===== config.mk =====
export PLATFORM = sky130hd
export DESIGN_NAME = unidade_controle_rodadas
export DESIGN_NICKNAME = d
export VERILOG_FILES = /design/src/rtl/unidade_controle_rodadas.sv
export SDC_FILE = /design/constraint.sdc
export NUM_CORES = 1
export LEC_CHECK = 0
export CORE_MARGIN = 4
export CORE_UTILIZATION = 45
export CTS_CLUSTER_SIZE = 24
export DETAILED_ROUTE_END_ITERATION = 8
export PLACE_DENSITY_LB_ADDON = 0.08
export SLEW_MARGIN = 0
export SYNTH_ARGS = -nofsm -noshare
export SYNTH_HDL_FRONTEND = slang
export SYNTH_SLANG_ARGS = --single-unit

===== constraint.sdc =====
create_clock -name clock -period 3.8 [get_ports clock]
set_clock_uncertainty 0.05 [all_clocks]
set_input_delay 0.76 -clock clock [delete_from_list [all_inputs] [get_ports clock]]
set_output_delay 0.76 -clock clock [all_outputs]
set_load 0.03 [all_outputs]

===== src/rtl/unidade_controle_rodadas.sv =====
// Moore controller for the memory-sequence game: single-pass or progressive-round play,
// with a per-play timeout that restarts on every entry into espera_jogada.
module unidade_controle_rodadas #(
  parameter int TIMEOUT_CICLOS = 5000,
  parameter int TIMEOUT_W      = $clog2(TIMEOUT_CICLOS)
) (
  input  logic       clock,
  input  logic       reset,
  input  logic       iniciar,
  input  logic       modo,
  input  logic       jogada,
  input  logic       igual,
  input  logic       fimE,
  input  logic       enderecoIgualLimite,
  input  logic       fimL,
  output logic       zeraE,
  output logic       contaE,
  output logic       zeraL,
  output logic       contaL,
  output logic       zeraR,
  output logic       registraR,
  output logic       acertou,
  output logic       errou,
  output logic       timeout,
  output logic       pronto,
  output logic [3:0] db_estado
);

  localparam int TW = (TIMEOUT_W < 1) ? 1 : TIMEOUT_W;
  localparam logic [TW-1:0] TIMER_MAX = TW'(TIMEOUT_CICLOS - 1);

  typedef enum logic [3:0] {
    INICIAL        = 4'h0,
    PREPARACAO     = 4'h1,
    INICIA_RODADA  = 4'h2,
    ESPERA_JOGADA  = 4'h3,
    REGISTRA       = 4'h4,
    COMPARA        = 4'h5,
    PROXIMO        = 4'h6,
    PROXIMA_RODADA = 4'h7,
    FINAL_TIMEOUT  = 4'hD,
    FINAL_ACERTOU  = 4'hE,
    FINAL_ERROU    = 4'hF
  } estado_t;

  estado_t       estado, prox_estado;
  logic [TW-1:0] timer;
  logic          modo_reg;

  always_ff @(posedge clock or negedge reset) begin
    if (!reset) begin
      estado   <= INICIAL;
      timer    <= '0;
      modo_reg <= 1'b0;
    end else begin
      estado <= prox_estado;
      if (estado == PREPARACAO) modo_reg <= modo;
      // Counts only while waiting for a play; saturates so it can never wrap back.
      if (estado == ESPERA_JOGADA) begin
        if (timer != TIMER_MAX) timer <= timer + 1'b1;
      end else begin
        timer <= '0;
      end
    end
  end

  always_comb begin
    prox_estado = INICIAL;
    case (estado)
      INICIAL:        prox_estado = iniciar ? PREPARACAO : INICIAL;
      PREPARACAO:     prox_estado = INICIA_RODADA;
      INICIA_RODADA:  prox_estado = ESPERA_JOGADA;
      ESPERA_JOGADA: begin
        if (jogada)                  prox_estado = REGISTRA;
        else if (timer == TIMER_MAX) prox_estado = FINAL_TIMEOUT;
        else                         prox_estado = ESPERA_JOGADA;
      end
      REGISTRA:       prox_estado = COMPARA;
      COMPARA: begin
        if (!igual)                    prox_estado = FINAL_ERROU;
        else if (!modo_reg)            prox_estado = fimE ? FINAL_ACERTOU : PROXIMO;
        else if (enderecoIgualLimite)  prox_estado = fimL ? FINAL_ACERTOU : PROXIMA_RODADA;
        else                           prox_estado = PROXIMO;
      end
      PROXIMO:        prox_estado = ESPERA_JOGADA;
      PROXIMA_RODADA: prox_estado = INICIA_RODADA;
      FINAL_TIMEOUT, FINAL_ACERTOU, FINAL_ERROU:
                      prox_estado = iniciar ? PREPARACAO : estado;
      default:        prox_estado = INICIAL;
    endcase
  end

  always_comb begin
    zeraE     = 1'b0;
    contaE    = 1'b0;
    zeraL     = 1'b0;
    contaL    = 1'b0;
    zeraR     = 1'b0;
    registraR = 1'b0;
    acertou   = 1'b0;
    errou     = 1'b0;
    timeout   = 1'b0;
    pronto    = 1'b0;
    case (estado)
      INICIAL, PREPARACAO: begin
        zeraE = 1'b1;
        zeraL = 1'b1;
        zeraR = 1'b1;
      end
      INICIA_RODADA:  zeraE     = 1'b1;
      REGISTRA:       registraR = 1'b1;
      PROXIMO:        contaE    = 1'b1;
      PROXIMA_RODADA: contaL    = 1'b1;
      FINAL_TIMEOUT: begin
        timeout = 1'b1;
        pronto  = 1'b1;
      end
      FINAL_ACERTOU: begin
        acertou = 1'b1;
        pronto  = 1'b1;
      end
      FINAL_ERROU: begin
        errou  = 1'b1;
        pronto = 1'b1;
      end
      default: ;
    endcase
  end

  assign db_estado = estado;

endmodule


==> results of run 1 <==
[per-stage QoR]
stage	total power [mW]	cell area [sq um]
floorplan	0.505	1050
global placement	0.610	1280
detailed placement	0.619	1280
CTS	0.737	1320
global route	0.786	1320
finish	0.728	1320
[final cells by class]
cell class | count | area (sq um) | share of cell area, %
tap | 28 | 35.0 | 2.66
multi-input combinational | 93 | 558 | 42.4
sequential | 18 | 450 | 34.3
clock buffer | 4 | 36.3 | 2.76
inverter | 4 | 15.0 | 1.14
timing repair buffer | 22 | 220 | 16.7
[cells by family after synthesis]
kind of cell / after synthesis / share of synthesized area [%]
compound gates: 20 / 12.0
xor+xnor: 8 / 6.65
fa+ha+maj: 1 / 1.19
buf+inv: 11 / 4.28
flops: 18 / 42.8
mux: 2 / 2.02
simple gates: 62 / 31.1
[routing by layer]
layer	global-route usage, %	up-vias	wire [microns]
met3	4.60	4	111
met5	0	-	0
li1	-	467	-
met2	22.5	21	979
met1	22.4	423	1050
met4	6.44	0	33
[power breakdown]
| group | switching [mW] | internal (mW) | leakage, nW |
|---|---|---|---|
| clock network | 0.0592 | 0.0584 | 0.0210 |
| logic | 0.193 | 0.139 | 0.220 |
| registers | 0.0599 | 0.218 | 0.243 |
| total | 0.312 | 0.416 | 0.484 |
[synthesized netlist by cell type (2+ instances only)]
cell,count
a211oi_1,3
a21oi_1,4
clkbuf_1,6
dfrtp_1,18
inv_1,4
nand2_1,8
nand2b_1,4
nand3_1,6
nor2_1,22
nor3_1,6
nor3b_1,2
nor4_1,3
o21ai_0,7
or3_1,3
xnor2_1,6
xor2_1,2
[worst register-to-register path: cells and delay by family (launching register included)]
| family | cells | cell delay, ns |
|---|---|---|
| simple gates | 3 | 1.06 |
| flops | 1 | 0.44 |
| mux | 1 | 0.27 |
[worst max-delay path by stage]
stage                      start   endpoint  slack [ns]
CTS                 db_estado[3]  registraR        0.99
finish              db_estado[3]  registraR        0.99
global route        db_estado[3]  registraR        0.80
detailed placement  db_estado[3]  registraR        1.33
floorplan           db_estado[3]      zeraR        1.19
global placement    db_estado[3]  registraR        1.38
[cell usage in the layout (no fill, tap or decap)]
cell type        instances
or4_4                    1
ha_1                     1
nor4_1                   3
nor4_4                   1
a21oi_1                  4
nand4_1                  1
nor3b_1                  2
nand2b_1                 4
or3_2                    1
or4bb_1                  1
o21ai_0                  7
nor2_2                   1
clkbuf_4                 3
inv_1                    4
nand2_1                  8
nand3b_1                 1
dfrtp_1                 18
xor2_1                   2
mux2_2                   1
nand3_1                  6
o2bb2ai_1                1
nor2b_1                  1
xnor2_1                  6
nor2_1                  22
o211ai_1                 1
nor3_1                   6
a31oi_1                  1
mux2i_1                  1
clkdlybuf4s50_1         22
a211oi_1                 3
or3_1                    3
clkbuf_8                 1
o31ai_1                  1
a311oi_1                 1
a211o_2                  1
==> reports/metrics.cfg, run 1 <==
[placed_design]
dp.cells = 165
pre_cts_ws_ns = 1.33
gp_congestion = 0.773
dpl.hpwl_microns = 1610
numPortBuffers = 22

[floorplanning]
start_util_pct = 47.6
fp-row-count = 17
core_area_sq_um = 2210
die-area_sq_um = 3180
fp.dieW_microns = 56.4
io_pins = 23
die_y_microns = 56.4

[status]
outcome = finished clean

[detailed_routing]
drtPass1Iterations = 4
drc_errors = 0
vias_per_cell = 5.41
routedWlPerCell_microns = 12.9
postRouteAntennaNets = 0
drtIter0Drc = 17
wl_microns = 2180
vias = 915

[layout]
num-nets-final = 152
n_fill_cell = 214
largest_reg_flops = 13
fin_util_pct = 59.4
antenna_cells = 0
layout-drive-gt1-share_pct = 7.09
syn2layout_area_growth_pct = 24.8
fin_cells = 169

[sta]
fin_ws_ns = 0.987
worst_slew_pin_slew_ns = 0.789
rsz0062_at_grt = no
fmax_mhz = 356
period_share_pct = 74.0
setup_viol = 0
setup_tns_ns = 0
fin_crit_ns = 2.81
slew_viol_final = 0
hold_viol = 0
maxSlewHeadroom_pct = 47.2
whs_ns = 0.513

[critical_path]
cpPeakStageDelay_ns = 0.69
crit-reg2reg-capture = timer[1]
crit_path_max_fanout = 15
r2r_start = timer[3]
ff2ff_path_depth = 4
cp_top_family = buffers and inverters
crit_arrival_ns = 2.00
path_buf_inv = 1
path_depth = 3
cpMaxStageDelayCell = clkdlybuf4s50_1
crit_path_start_kind = flip-flop
critical_path_class = flip-flop to output pin
crit_chain = nand2b_1 > nor3_1 > clkdlybuf4s50_1
r2r_slack_ns = 1.86
cp-end-kind = output pin
crit_required_ns = 2.99

[logic_synthesis]
syn_nets = 132
syn_inst = 122
synth_area_leader_cell = dfrtp_1
synth_cell_types = 34
synth_edf_count = 0
synth_top_area_share_pct = 42.8
yosysSeqAreaShare_pct = 42.8
synth_top_cells_by_area = dfrtp_1, nor2_1, xnor2_1, o21ai_0, nand3_1
synthArstFlopShare_pct = 100
syn_area_sq_um = 1050
avgSynthCellArea_sq_um = 8.64
synth_seq_cells = 18
yosys_warnings = 0
ys.flop_type = dfrtp_1

[min_path]
min_path_cells = 1
whs_endpoint = modo_reg
hold_path_class = flip-flop to flip-flop
min-delay-start = modo_reg

[global_routing]
grt_pass1_wl_microns = 4000
grt_usage_pct = 15.9
overflow = 0
grt_pass1_vias = 884
antenna_found_initial = 0
grt_max_degree = 19

[run]
cap_violations = 0

[clocking]
numCtsBuffers = 3
clock-sinks = 18
root_buffer = clkbuf_4
clk_latency_ns = 0.29
htree_levels = 1
clockBufferDepth = 2
cts_setup_buffers = 0
ctsHoldBuffers = 0
tritoncts = yes
cts.repair.resized = 0
clk_pin_slew_ns = 0.10

[pwr]
leakage_nw = 0.484
p_per_area_nw_per_um2 = 554
ir_drop_mv = 0.310

No activity file was read; power rests on OpenSTA's default activity.
==> inputs of run 2 (changes only) <==
- clock period: 3.8 -> 2.6 ns (I/O delays scaled with it)
==> run 2 against run 1 <==
  * Combinational power grew 45%
  * Total power is 46% higher
  * Cell count grew 0.59%
  * Global-route usage decreased by 0.14 points
  * Count of clock-buffer cells in the layout is the same
  * Sequential cell count unchanged
  * Via count grew 1.2%
  * Final area rose by 1.3%
  * Critical endpoint is now pronto
  * Non-clock buffer count increased by 1
  * Clock power increased by 48%
  * Utilization increased by 0.79 points
  * Worst setup slack worse by 0.80 ns
==> reports/metrics.cfg, run 2 (synthesized netlist as in run 1, its figures left out) <==
[status]
outcome = finished clean

[layout]
n_fill_cell = 223
final_cell_mix = nor2_1, dfrtp_1, clkdlybuf4s50_1
multi_input_area_sq_um = 558
syn2layout_area_growth_pct = 26.5
finalInstanceArea_sq_um = 1330
layout_commonest_cell = nor2_1
antenna_cells = 0
fin_cells = 170
layout-drive-gt1-share_pct = 7.75
largest_reg_flops = 13
num-nets-final = 153
seqCellArea_sq_um = 450

[clocking]
numCtsBuffers = 3
tritoncts = yes
htree_levels = 1
clock-sinks = 18
root_buffer = clkbuf_4
clk_pin_slew_ns = 0.10
clk_latency_ns = 0.30
clockBufferDepth = 2

[run]
cap_violations = 0

[sta]
period_share_pct = 93.0
worst_slew_pin_slew_ns = 0.554
fmax_mhz = 414
slew_viol_final = 0
fin_ws_ns = 0.183
maxSlewHeadroom_pct = 63.1
rsz0062_at_grt = no
fin_crit_ns = 2.42
hold_viol = 0
setup_viol = 0
setup_tns_ns = 0

[critical_path]
crit_required_ns = 2.03
startpoint = db_estado[3]
cpMaxStageDelayCell = clkdlybuf4s50_1
crit_path_start_kind = flip-flop
path_buf_inv = 2
cp-end-kind = output pin
critical_path_class = flip-flop to output pin
crit_arrival_ns = 1.85
r2r_start = timer[3]
cp_top_family = buffers and inverters
cpPeakStageDelay_ns = 0.67
crit_chain = o211ai_1 > inv_1 > clkdlybuf4s50_1
crit_path_max_fanout = 15

[floorplanning]
io_pins = 23
start_util_pct = 47.6
die-area_sq_um = 3180
fp-row-count = 17
fp.dieW_microns = 56.4
die_y_microns = 56.4
core_area_sq_um = 2210

[detailed_routing]
drtPass1Iterations = 4
routedWlPerCell_microns = 13.0
drtIter0Drc = 20
drc_errors = 0
wl_met1_microns = 1080
wl_microns = 2210
wl_met2_microns = 988
top_layer_used = met4
vias_per_cell = 5.45
route.met3.wl_microns = 117
postRouteAntennaNets = 0
vias = 926

[pwr]
power.total_mw = 1.07
p_per_area_nw_per_um2 = 800
ir_drop_mv = 0.482
leakage_nw = 0.562

[placed_design]
pre_cts_ws_ns = 0.357
numPortBuffers = 22
dp.cells = 166
placed_area_sq_um = 1290
dpl.hpwl_microns = 1640
gp_congestion = 0.775

[min_path]
hold_path_class = primary input to asynchronous set/reset pin

[global_routing]
grt_pass1_wl_microns = 3900
grt_pass1_vias = 831
grt_max_degree = 19
overflow = 0
antenna_found_initial = 0
grt_usage_pct = 15.7

## run 2: cell types whose count changed in the layout (fill, tap and decap cells not counted)
cell,change
buf_4,+1
clkdlybuf4s50_1,-4
dlymetal6s2s_1,+4
## run 2: through the flow
step	utilization, %	hold slack [ns]
2_1_floorplan	-	0.174
3_3_place_gp	58.1	0.477
3_5_place_dp	58.1	0.494
4_1_cts	59.8	0.477
5_1_grt	60.2	0.488
6_report	60.2	0.484
## run 2: power breakdown
part / internal, mW / switching [mW]
sequential: 0.319 / 0.0874
combinational: 0.203 / 0.281
clock: 0.0854 / 0.0897
## run 2: routing by layer
layer / global-route usage (%) / up-vias
met4: 6.10 / 0
met2: 23.7 / 28
met5: 0 / -
met1: 21.2 / 426
li1: - / 468
met3: 4.60 / 4
## run 2: final timing paths
path | end | slack, ns | cells past startpoint
setup / recovery | pronto | 0.18 | 3
hold / removal | timer[7] | 0.48 | 2
setup reg to reg | timer[1] | 0.66 | 4
hold reg to reg | timer[12] | 0.50 | 2
max in group asynchronous | timer[0] | 1.82 | 2
min in group clock | timer[12] | 0.50 | 2
## run 2: worst register-to-register path, cell delays in order, from the launching register on
cell     delay [ns]
dfrtp_1        0.44
or4_4          0.56
nor4_4         0.46
mux2i_1        0.27
nor2_2         0.04
## run 2: timing repair
action	CTS	global route
gates resized for setup	0	4
hold buffers	0	0
setup buffers	0	0
endpoints found under the setup margin	0	4
## run 2: cell type report
cell class	instances	area share, %
Multi-Input combinational cell	93	41.9
Sequential cell	18	33.8
Timing Repair Buffer	23	17.8
Clock buffer	4	2.72
Tap cell	28	2.63
Inverter	4	1.13
==> inputs of run 3 (changes only) <==
- CORE_UTILIZATION: 45 -> 44
- PLACE_DENSITY: not set -> 0.82
- PLACE_DENSITY_LB_ADDON: 0.08 -> not set
- clock period: 2.6 -> 2.1 ns (I/O delays scaled with it)
==> run 3 against run 2 <==
  * Hold slack lost 0.092 ns
  * Cell count grew 3.5%
  * Worst setup slack lost 0.11 ns
  * Count of clock-buffer cells in the layout is the same
  * Highest routed layer unchanged
  * Sequential power grew 19%
  * Wire length grew 5.5%
  * Non-clock buffer count grew 6
==> reports/metrics.cfg, run 3 (synthesized netlist as in run 1, its figures left out) <==
[status]
outcome = finished clean

[clocking]
clock-sinks = 18
root_buffer = clkbuf_4
numCtsBuffers = 3
ctsHoldBuffers = 0
clockBufferDepth = 2
tritoncts = yes
clk_pin_slew_ns = 0.10
htree_levels = 1
clk_latency_ns = 0.29
cts.repair.resized = 11
cts_setup_buffers = 0

[layout]
largest_reg_flops = 13
final_cell_mix = nor2_1, dfrtp_1, clkdlybuf4s50_1
n_fill_cell = 210
antenna_cells = 0
finalInstanceArea_sq_um = 1360
layout-drive-gt1-share_pct = 13.5
layout_commonest_cell = nor2_1
num-nets-final = 159
syn2layout_area_growth_pct = 29.0

[detailed_routing]
drtIter0Drc = 40
postRouteAntennaNets = 0
vias = 965
routedWlPerCell_microns = 13.3
drc_errors = 0
wl_microns = 2330
vias_per_cell = 5.48
drtPass1Iterations = 7

[run]
cap_violations = 0

[placed_design]
placed_area_sq_um = 1330
gp_congestion = 0.829
dpl.hpwl_microns = 1720
numPortBuffers = 22

[critical_path]
path_buf_inv = 2
cpMaxStageDelayCell = dfrtp_2
crit_required_ns = 1.63
crit_arrival_ns = 1.56
cpPeakStageDelay_ns = 0.51
r2r_start = timer[3]
crit_chain = o211ai_1 > inv_1 > dlygate4sd2_1
crit_path_max_fanout = 13
cp_top_family = flip-flops
cp-end-kind = output pin
crit_path_start_kind = flip-flop
startpoint = db_estado[1]
critical_path_class = flip-flop to output pin

[floorplanning]
fp.dieW_microns = 56.9
fp-row-count = 17
start_util_pct = 46.7
die_y_microns = 56.9
die-area_sq_um = 3240
io_pins = 23
core_area_sq_um = 2250

[min_path]
hold_path_class = primary input to asynchronous set/reset pin

[global_routing]
antenna_found_initial = 0
grt_usage_pct = 15.3
grt_pass1_wl_microns = 3980
grt_max_degree = 19
grt_pass1_vias = 907
use_met2_pct = 24.8
overflow = 0
use_met1_pct = 20.0
grt_use_met3_pct = 3.39
top_usage_layer = met2

[pwr]
p_per_area_nw_per_um2 = 995
ir_drop_mv = 0.877
leakage_nw = 0.560

[sta]
hold_viol = 0
rsz0062_at_grt = no
fmax_mhz = 493
period_share_pct = 96.7
slew_viol_final = 0
fin_crit_ns = 2.03
setup_tns_ns = 0
worst_slew_pin_slew_ns = 0.566
setup_viol = 0
maxSlewHeadroom_pct = 62.2

run 3: worst register-to-register path, delay by kind of cell (launching register included):
kind	cells	cell delay, ns
buffers and inverters	1	0.20
flip-flops	1	0.44
AND/OR/NAND/NOR	3	0.82
multiplexers	1	0.23
run 3: routing by layer:
metal	up-vias	wire (microns)
met4	0	13
met1	461	1070
li1	481	-
met3	2	93
met2	21	1160
met5	-	0
run 3: area by class of cell:
cell class	instances	area, sq um	area share [%]
multi-input combinational	93	563	41.4
sequential	18	452	33.2
timing repair buffer	29	258	19.0
clock buffer	4	36.3	2.67
tap	28	35.0	2.58
inverter	4	15.0	1.10
run 3: final timing paths:
path                       slack (ns)  cells past startpoint           end
hold / removal                   0.39                      2      timer[8]
hold reg to reg                  0.51                      2     timer[12]
max in group asynchronous        1.40                      2  db_estado[1]
min in group clock               0.51                      2     timer[12]
setup reg to reg                 0.24                      5      timer[1]
setup / recovery                 0.07                      3        pronto
run 3: metrics by stage:
stage / setup WS [ns] / std cells / utilization, % / total power, mW / hold WS [ns]
global placement: 0.168 / 172 / 59.2 / 1.16 / 0.478
detailed placement: 0.0963 / 172 / 59.2 / 1.18 / 0.495
global route: 0.00938 / 176 / 60.3 / 1.44 / 0.398
floorplan: 0.0977 / 122 / - / 0.919 / 0.0744
finish: 0.0698 / 176 / 60.3 / 1.35 / 0.392
CTS: 0.0655 / 176 / 60.3 / 1.36 / 0.394
run 3: where the power goes:
group / internal, mW / total (mW) / switching [mW]
registers: 0.398 / 0.486 / 0.0882
clock network: 0.106 / 0.210 / 0.105
logic: 0.262 / 0.655 / 0.392
